`src/rtl/master_xfer_ctrl.sv`:
```
// ============================================================================
// Module   : master_xfer_ctrl
// Brief    : Valid/ready bus master: sends a table-selected command word and
//            captures the slave response, with per-phase timeout reporting.
// Revision : 1.0
// ============================================================================
`default_nettype none

module master_xfer_ctrl #(
  parameter int DATA_W  = 8,
  parameter int ADDR_W  = 2,
  parameter int TIMEOUT = 15
) (
  input  logic              clk,
  input  logic              rst,
  input  logic              start,
  input  logic [ADDR_W-1:0] address,
  input  logic              cfg_we,
  input  logic [ADDR_W-1:0] cfg_addr,
  input  logic [DATA_W-1:0] cfg_data,
  output logic              m_valid,
  output logic [DATA_W-1:0] m_data,
  input  logic              s_ready,
  input  logic              s_valid,
  input  logic [DATA_W-1:0] s_data,
  output logic              m_ready,
  output logic              busy,
  output logic              done,
  output logic              err,
  output logic [DATA_W-1:0] rdata
);

  localparam int               c_DEPTH   = 2 ** ADDR_W;
  localparam int               c_CNT_W   = $clog2(TIMEOUT + 1);
  localparam logic [c_CNT_W-1:0] c_CNT_LAST = c_CNT_W'(TIMEOUT - 1);

  typedef enum logic [1:0] {
    IDLE      = 2'd0,
    SEND      = 2'd1,
    WAIT_RESP = 2'd2,
    DONE      = 2'd3
  } state_t;

  state_t              r_state;
  state_t              w_next;
  logic                w_timeout;
  logic [c_CNT_W-1:0]  r_cnt;
  logic [DATA_W-1:0]   r_table [c_DEPTH];
  logic [DATA_W-1:0]   r_m_data;
  logic [DATA_W-1:0]   r_rdata;
  logic                r_err;

  // Power-on table contents: alternating 10 / 1100 patterns, all ones elsewhere.
  function automatic logic [DATA_W-1:0] init_entry(input int idx);
    logic [DATA_W-1:0] v;
    v = '1;
    if (idx == 0) begin
      v = '0;
      for (int b = 0; b < 2 * (DATA_W / 2); b++) v[b] = (b % 2 == 1);
      if (DATA_W == 8) v = DATA_W'(8'hA5);
    end else if (idx == 1) begin
      v = '0;
      for (int b = 0; b < 4 * (DATA_W / 4); b++) v[b] = (b % 4 >= 2);
      if (DATA_W == 8) v = DATA_W'(8'hC3);
    end
    return v;
  endfunction

  always_comb begin
    w_next    = r_state;
    w_timeout = 1'b0;
    case (r_state)
      IDLE: begin
        if (start) w_next = SEND;
      end
      SEND: begin
        if (s_ready) begin
          w_next = WAIT_RESP;
        end else if (r_cnt == c_CNT_LAST) begin
          w_next    = DONE;
          w_timeout = 1'b1;
        end
      end
      WAIT_RESP: begin
        if (s_valid) begin
          w_next = DONE;
        end else if (r_cnt == c_CNT_LAST) begin
          w_next    = DONE;
          w_timeout = 1'b1;
        end
      end
      DONE: w_next = IDLE;
      default: w_next = IDLE;
    endcase
  end

  always_ff @(posedge clk or negedge rst) begin
    if (!rst) begin
      r_state <= IDLE;
    end else begin
      r_state <= w_next;
    end
  end

  always_ff @(posedge clk or negedge rst) begin
    if (!rst) begin
      r_cnt    <= '0;
      r_m_data <= '0;
      r_rdata  <= '0;
      r_err    <= 1'b0;
      for (int i = 0; i < c_DEPTH; i++) r_table[i] <= init_entry(i);
    end else begin
      // The table read below sees the pre-write value on a same-edge collision.
      if (cfg_we) r_table[cfg_addr] <= cfg_data;

      case (r_state)
        IDLE: begin
          if (start) begin
            r_m_data <= r_table[address];
            r_err    <= 1'b0;
            r_cnt    <= '0;
          end
        end
        SEND: begin
          if (s_ready) r_cnt <= '0;
          else         r_cnt <= r_cnt + 1'b1;
        end
        WAIT_RESP: begin
          if (s_valid) r_rdata <= s_data;
          else         r_cnt   <= r_cnt + 1'b1;
        end
        default: ;
      endcase

      if (w_timeout) r_err <= 1'b1;
    end
  end

  // Outputs decode only registered state, never a live input.
  assign m_valid = (r_state == SEND);
  assign m_ready = (r_state == WAIT_RESP);
  assign busy    = (r_state != IDLE);
  assign done    = (r_state == DONE);
  assign m_data  = r_m_data;
  assign rdata   = r_rdata;
  assign err     = r_err;

endmodule

`default_nettype wire

```
`config.mk`:
```
export PLATFORM = sky130hd
export DESIGN_NAME = master_xfer_ctrl
export DESIGN_NICKNAME = d
export VERILOG_FILES = /design/src/rtl/master_xfer_ctrl.sv
export SDC_FILE = /design/constraint.sdc
export NUM_CORES = 1
export LEC_CHECK = 0
export ABC_AREA = 1
export BUFFER_PORTS_ARGS = -buffer_cell sky130_fd_sc_hd__buf_2
export CORE_ASPECT_RATIO = 0.7
export CORE_UTILIZATION = 30
export DETAILED_ROUTE_END_ITERATION = 8
export HOLD_SLACK_MARGIN = 0.12
export PLACE_DENSITY = 0.58
export SETUP_SLACK_MARGIN = 0.2
export SLEW_MARGIN = 20
export SYNTH_ARGS = -nofsm -noshare
export SYNTH_HDL_FRONTEND = slang
export SYNTH_SLANG_ARGS = --single-unit
```
`constraint.sdc`:
```
create_clock -name clk -period 2.65 [get_ports clk]
set_input_delay 0.3975 -clock clk [delete_from_list [all_inputs] [get_ports clk]]
set_output_delay 0.3975 -clock clk [all_outputs]
set_load 0.05 [all_outputs]
```
## Word-level counts from Yosys, hierarchy flattened

Index checks and enable logic that the tools add are counted.

| word-level totals | value |
|---|---|
| bits in latches | 0 |
| memories | 0 |
| word-level logic and storage cells | 53 |
| bits in writable memories | 0 |
| ROM bits | 0 |
| output and inout port bits | 21 |
| input bits | 26 |
| register bits | 55 |

| operators by class | value |
|---|---|
| reduce and logical (&&, ||, !) cells | 10 |
| divide/modulo/power cells | 0 |
| $add $sub $neg | 1 |
| bitwise operators | 2 |
| equal/unequal tests | 6 |
| $lt $le $gt $ge | 3 |
| multiplexer cells | 22 |
| multipliers | 0 |
| shifts and indexed selects | 0 |

Operators by type and width:

| operator | count |
|---|---|
| bitwise mux 32 bit | 1 |
| 2-to-1 mux 8 bit | 3 |
| binary-select mux 8 bit (select 2 bit) | 1 |
| demux 8 bit (select 2 bit) | 1 |
| 2-to-1 mux 4 bit | 3 |
| case mux 4 bit (3 select lines) | 1 |
| 2-to-1 mux 2 bit | 4 |
| case mux 2 bit (4 select lines) | 1 |
| >= comparator 3 bit, second input constant | 2 |
| 2-to-1 mux 1 bit | 6 |
| NOT 2 -> 3 bit | 2 |
| AND reduction 2 bit | 3 |
| nonzero test 2 bit | 3 |
| adder 4 x 1 -> 4 bit, second input constant | 1 |
| equality test 2 bit, second input constant | 2 |
| equality test 4 bit, second input constant | 1 |
| inequality test 2 bit, second input constant | 2 |
| < comparator 3 x 1 -> 1 bit, second input constant | 1 |
| AND reduction 3 bit | 1 |
| nonzero test 3 bit | 1 |
| equality test 2 x 1 -> 1 bit, second input constant | 1 |
| zero test 2 bit | 1 |
| case mux 1 bit (2 select lines) | 1 |
| logical AND 1 bit | 1 |

## Logic depth before layout (Yosys ltp)

| depth | value |
|---|---|
| depth after elaboration | 6 |
| depth in mapped cells | 9 |
| mapped depth without buffers | 8 |

## Worst setup path before layout

Ideal clock, no wire load.

| path | value |
|---|---|
| path kind | register -> register |
| start | register r_state[0] |
| end | register r_rdata[0], in the netlist rdata[0] |
| data required time | 2.525 ns |
| library setup time | 0.125 ns |
| period minus slack after synthesis | 1.704 ns |
| buffers on the path | 1 |
| stages on the path, launching flop included | 6 |
| arrival | 1.580 ns |
| path slack | 0.946 ns |
| cells stage by stage | dfrtp_1 inv_1 ha_1 nand2_1 buf_2 mux2_2 |

| between the ends | value |
|---|---|
| word-level cells in the longest chain between the ends | 2 |

RTL lines:

| item | line | RTL |
|---|---|---|
| start, declared | 44 | `state_t r_state;` |
| start signal, assigned | 101 | `r_state <= w_next;` |
| equality test 2 bit | n/a |  |
| net m_ready | 26 | `output logic m_ready,` |
| AND reduction 2 bit (no source line) | n/a |  |
| end signal, assigned | 129 | `if (s_valid) r_rdata <= s_data;` |
| end, declared | 50 | `logic [DATA_W-1:0] r_rdata;` |

The timed path passes the listed nets, and every way through them passes these cells.
A chain may end at the register's enable or synchronous reset.

## Final worst setup path

| path | value |
|---|---|
| start | register r_state[0] |
| end | register r_cnt[3] |

| between the ends | value |
|---|---|
| word-level cells in the longest chain between the ends | 3 |
| elaborated cells on any way between the ends | 8 |
| those cells by class | eq/ne: 4; mux: 1; reduce/logical: 3 |

RTL lines:

| item | line | RTL |
|---|---|---|
| equality test 2 bit, or another cell as far along | 116 | `case (r_state)` |
| inequality test 2 bit (no source line) or nonzero test 3 bit (tied branches) | n/a |  |
| AND reduction 3 bit (no source line) | n/a |  |
| end signal, assigned | 126 | `else r_cnt <= r_cnt + 1'b1;` |
| end signal, assigned | 130 | `else r_cnt <= r_cnt + 1'b1;` |
| end, declared | 47 | `logic [c_CNT_W-1:0] r_cnt;` |

Parallel ways exist; a longest one is shown, timed or not.

==> metrics.csv <==
stage,metric,value,unit
power,switch share,42.9,%
placement,Final HPWL DP,4.11,mm
worst_setup_path,CP Class,reg -> reg,
logic_synthesis,post-synthesis cell area,2640,sq um
sta,min cycle time layout,1.90,ns
cts,CTS Root Cell,clkbuf_16,
power,peak supply drop,0.624,mV
power,clock share of power,20.2,%
power,Psw,1.34,mW
power,leakage,1.66,nW
cts,worst-skew pair later-pin latency,0.29,ns
logic_synthesis,Netlist cell types,20,
cts,TritonCTS Buffers,5,
sta,Clock Skew,0.00438,ns
sta,setup TNS,0,ns
logic_synthesis,top cell type by total area after synthesis,dfrtp_1,
routing,Post-Route WL,5.70,mm
die,die width,114,um
final_layout,area grow syn2layout,17.8,%
sta,Fmax achieved,528,MHz
worst_setup_path,Crit path top cell by count,nand2_1,
die,chip height,80.5,um
logic_synthesis,post-synthesis sequential area ratio,53.2,%
cts,CTS tree,done,
routing,drt wl/cell,11.7,um
die,die area,9200,sq um
routing,Vias/cell,4.32,
die,num rows,28,
sta,unrepaired setup endpoints after global routing,no,
worst_setup_path,RR Startpoint,r_state[0]$_DFFE_PN0P_,
logic_synthesis,synthesis warning total,0,
sta,Final Hold Viols,0,
grt,first-pass GRT wire length,9.46,mm
sta,worst relative slew slack,56.9,%
final_layout,share of cells above drive strength 1,25.8,%
die,Initial Util,31.1,%
placement,IO buf count,46,
final_layout,"commonest non-fill, non-tap cells in the layout","nand2_1, buf_2, inv_1",
grt,largest net degree at the start of global routing,31,
worst_setup_path,crit path capture type,register,
routing,drt drc,0,
sta,final setup fails,0,
logic_synthesis,average cell area after synthesis,8.29,sq um
worst_setup_path,FF-to-FF setup slack,0.75,ns
die,# IOs,47,
sta,Worst Max-Slew Pin Slew,0.647,ns
cts,Hold Buf Count CTS,0,
cts,Worst-path clk slew,0.07,ns
logic_synthesis,synth top area cells,"dfrtp_1, dfstp_2, nand2_1",
die,Core Box Area,8510,sq um
worst_setup_path,critical path peak fanout,11,
grt,vias in the first global route,1939,
logic_synthesis,Mapped Cells,319,
worst_setup_path,Worst Path Required,2.88,ns
power,PwrDens,1010,nW/um^2
routing,Routed Antenna Nets,0,
worst_setup_path,Reg-to-Reg End,r_cnt[3]$_DFFE_PN0P_,
sta,final worst path period share,71.5,%
final_layout,"non-filler cells, final",485,
final_layout,n_diodes,0,
grt,initial antenna violation count,0,
power,Sequential Power Share,39.5,%
final_layout,Post-layout nets,397,
cts,cts repair resizes,0,
sta,Final Max Slew Viols,0,
worst_setup_path,"Largest stage delay, worst path",0.40,ns
outcome,status,completed,
placement,Placed Cells,477,
grt,GR Util All Layers,13.3,%
worst_setup_path,cells along the critical path,"inv_1, ha_1, nand2_1, nand3b_1, nor2_1, nand2_1, nand2_1",
placement,Final Wtd Congestion,0.730,
logic_synthesis,syn nets,352,
cts,CTS Buffer Depth,2,
routing,total number of vias,2093,
logic_synthesis,Seq cells post-synth,55,
power,Gate power share,40.3,%
worst_setup_path,R2R cell count,7,
flow_run,Max-Cap Viols,0,
routing,drt pass-1 iters,4,
worst_setup_path,crit path DAT,2.13,ns
worst_setup_path,Worst setup SP type,register,
grt,Overflow after GRT,0,
logic_synthesis,post-synth top area share,29.3,%
final_layout,fillers,907,
final_layout,"commonest non-fill, non-tap cell in the layout",nand2_1,
worst_setup_path,"Max stage delay cell, worst path",dfrtp_1,
power,cell internal pwr,1.79,mW
cts,post-CTS setup buffers,0,
cts,# clock sinks,55,
routing,number of DRC markers in iteration 0,94,
hold_path,Hold Crit Class,in -> async,
cts,H-tree levels,2,
==> worst max path at each step <==
stage / start / endpoint / slack (ns) / depth (start not counted)
after detailed placement: r_state[0]$_DFFE_PN0P_ / r_cnt[3]$_DFFE_PN0P_ / 0.77 / 7
after global placement: r_state[0]$_DFFE_PN0P_ / r_cnt[3]$_DFFE_PN0P_ / 0.96 / 7
after global routing: r_state[0]$_DFFE_PN0P_ / r_cnt[3]$_DFFE_PN0P_ / 0.55 / 7
after floorplan: r_state[0]$_DFFE_PN0P_ / rdata[0]$_DFFE_PN0P_ / 0.95 / 5
final: r_state[0]$_DFFE_PN0P_ / r_cnt[3]$_DFFE_PN0P_ / 0.75 / 7
after CTS: r_state[0]$_DFFE_PN0P_ / r_cnt[3]$_DFFE_PN0P_ / 0.76 / 7
==> layout make-up <==
class | instances | area [sq um] | share of cell area (%)
flip-flops and latches | 55 | 1410 | 45.1
multi-input cells | 214 | 1020 | 32.7
clock inverters | 2 | 12.5 | 0.402
repair buffers | 48 | 245 | 7.87
clock buffers | 6 | 129 | 4.14
inverters | 40 | 153 | 4.90
well taps | 120 | 150 | 4.82
==> Yosys cell counts, drive strengths merged <==
library cell,instances
a21oi,2
buf,9
clkbuf,1
dfrtp,31
dfstp,24
ha,7
inv,40
mux2,8
nand2,118
nand3,16
nand3b,1
nand4,1
nor2,19
o21ai,33
or2,8
xor2,1
==> worst max-delay path: cells and delay by family (launching register included) <==
kind,cells,cell delay (ns)
buffers and inverters,1,0.11
adders and majority gates,1,0.24
and+or+nand+nor,5,1.09
DFF,1,0.40
==> routing by layer <==
layer,vias to the layer above,global-route usage (%),wire (um)
met1,978,19.0,2920
li1,1072,-,-
met5,-,0,0
met4,0,3.90,26
met3,2,3.17,225
met2,41,19.9,2520
==> registers in the layout, summed over array words and instances, names as in the netlist <==
signal and count:
r_table 32, m_data 8, rdata 8, r_cnt 4, r_state 2, err 1
==> logic make-up (layout without fill, tap and decap cells) <==
logic type | after synthesis | count (layout) | share of synthesized area, %
compound gates | 35 | 35 | 6.63
buf+inv | 50 | 96 | 8.23
mux | 8 | 8 | 3.41
xor+xnor | 1 | 1 | 0.331
simple gates | 163 | 163 | 24.9
flops | 55 | 55 | 53.2
fa+ha+maj | 7 | 7 | 3.31
==> through the flow <==
stage | setup WS [ns] | power [mW] | hold WS (ns) | instance area (sq um) | utilization (%)
floorplan | 0.946 | 2.21 | 0.102 | 2640 | -
global placement | 0.956 | 2.50 | 0.461 | 2970 | 34.9
detailed placement | 0.770 | 2.52 | 0.465 | 2970 | 34.9
CTS | 0.765 | 3.17 | 0.147 | 3120 | 36.6
global route | 0.548 | 3.35 | 0.180 | 3120 | 36.6
finish | 0.754 | 3.14 | 0.125 | 3120 | 36.6
==> power by group through the flow <==
stage | sequential, mW | combinational, mW | clock, mW
floorplan | 1.67 | 0.543 | 0
CTS | 1.24 | 1.27 | 0.664
detailed placement | 1.25 | 1.27 | 0
finish | 1.24 | 1.26 | 0.634
global placement | 1.24 | 1.26 | 0
global route | 1.27 | 1.38 | 0.696
Power figures use the tool's default switching activity.
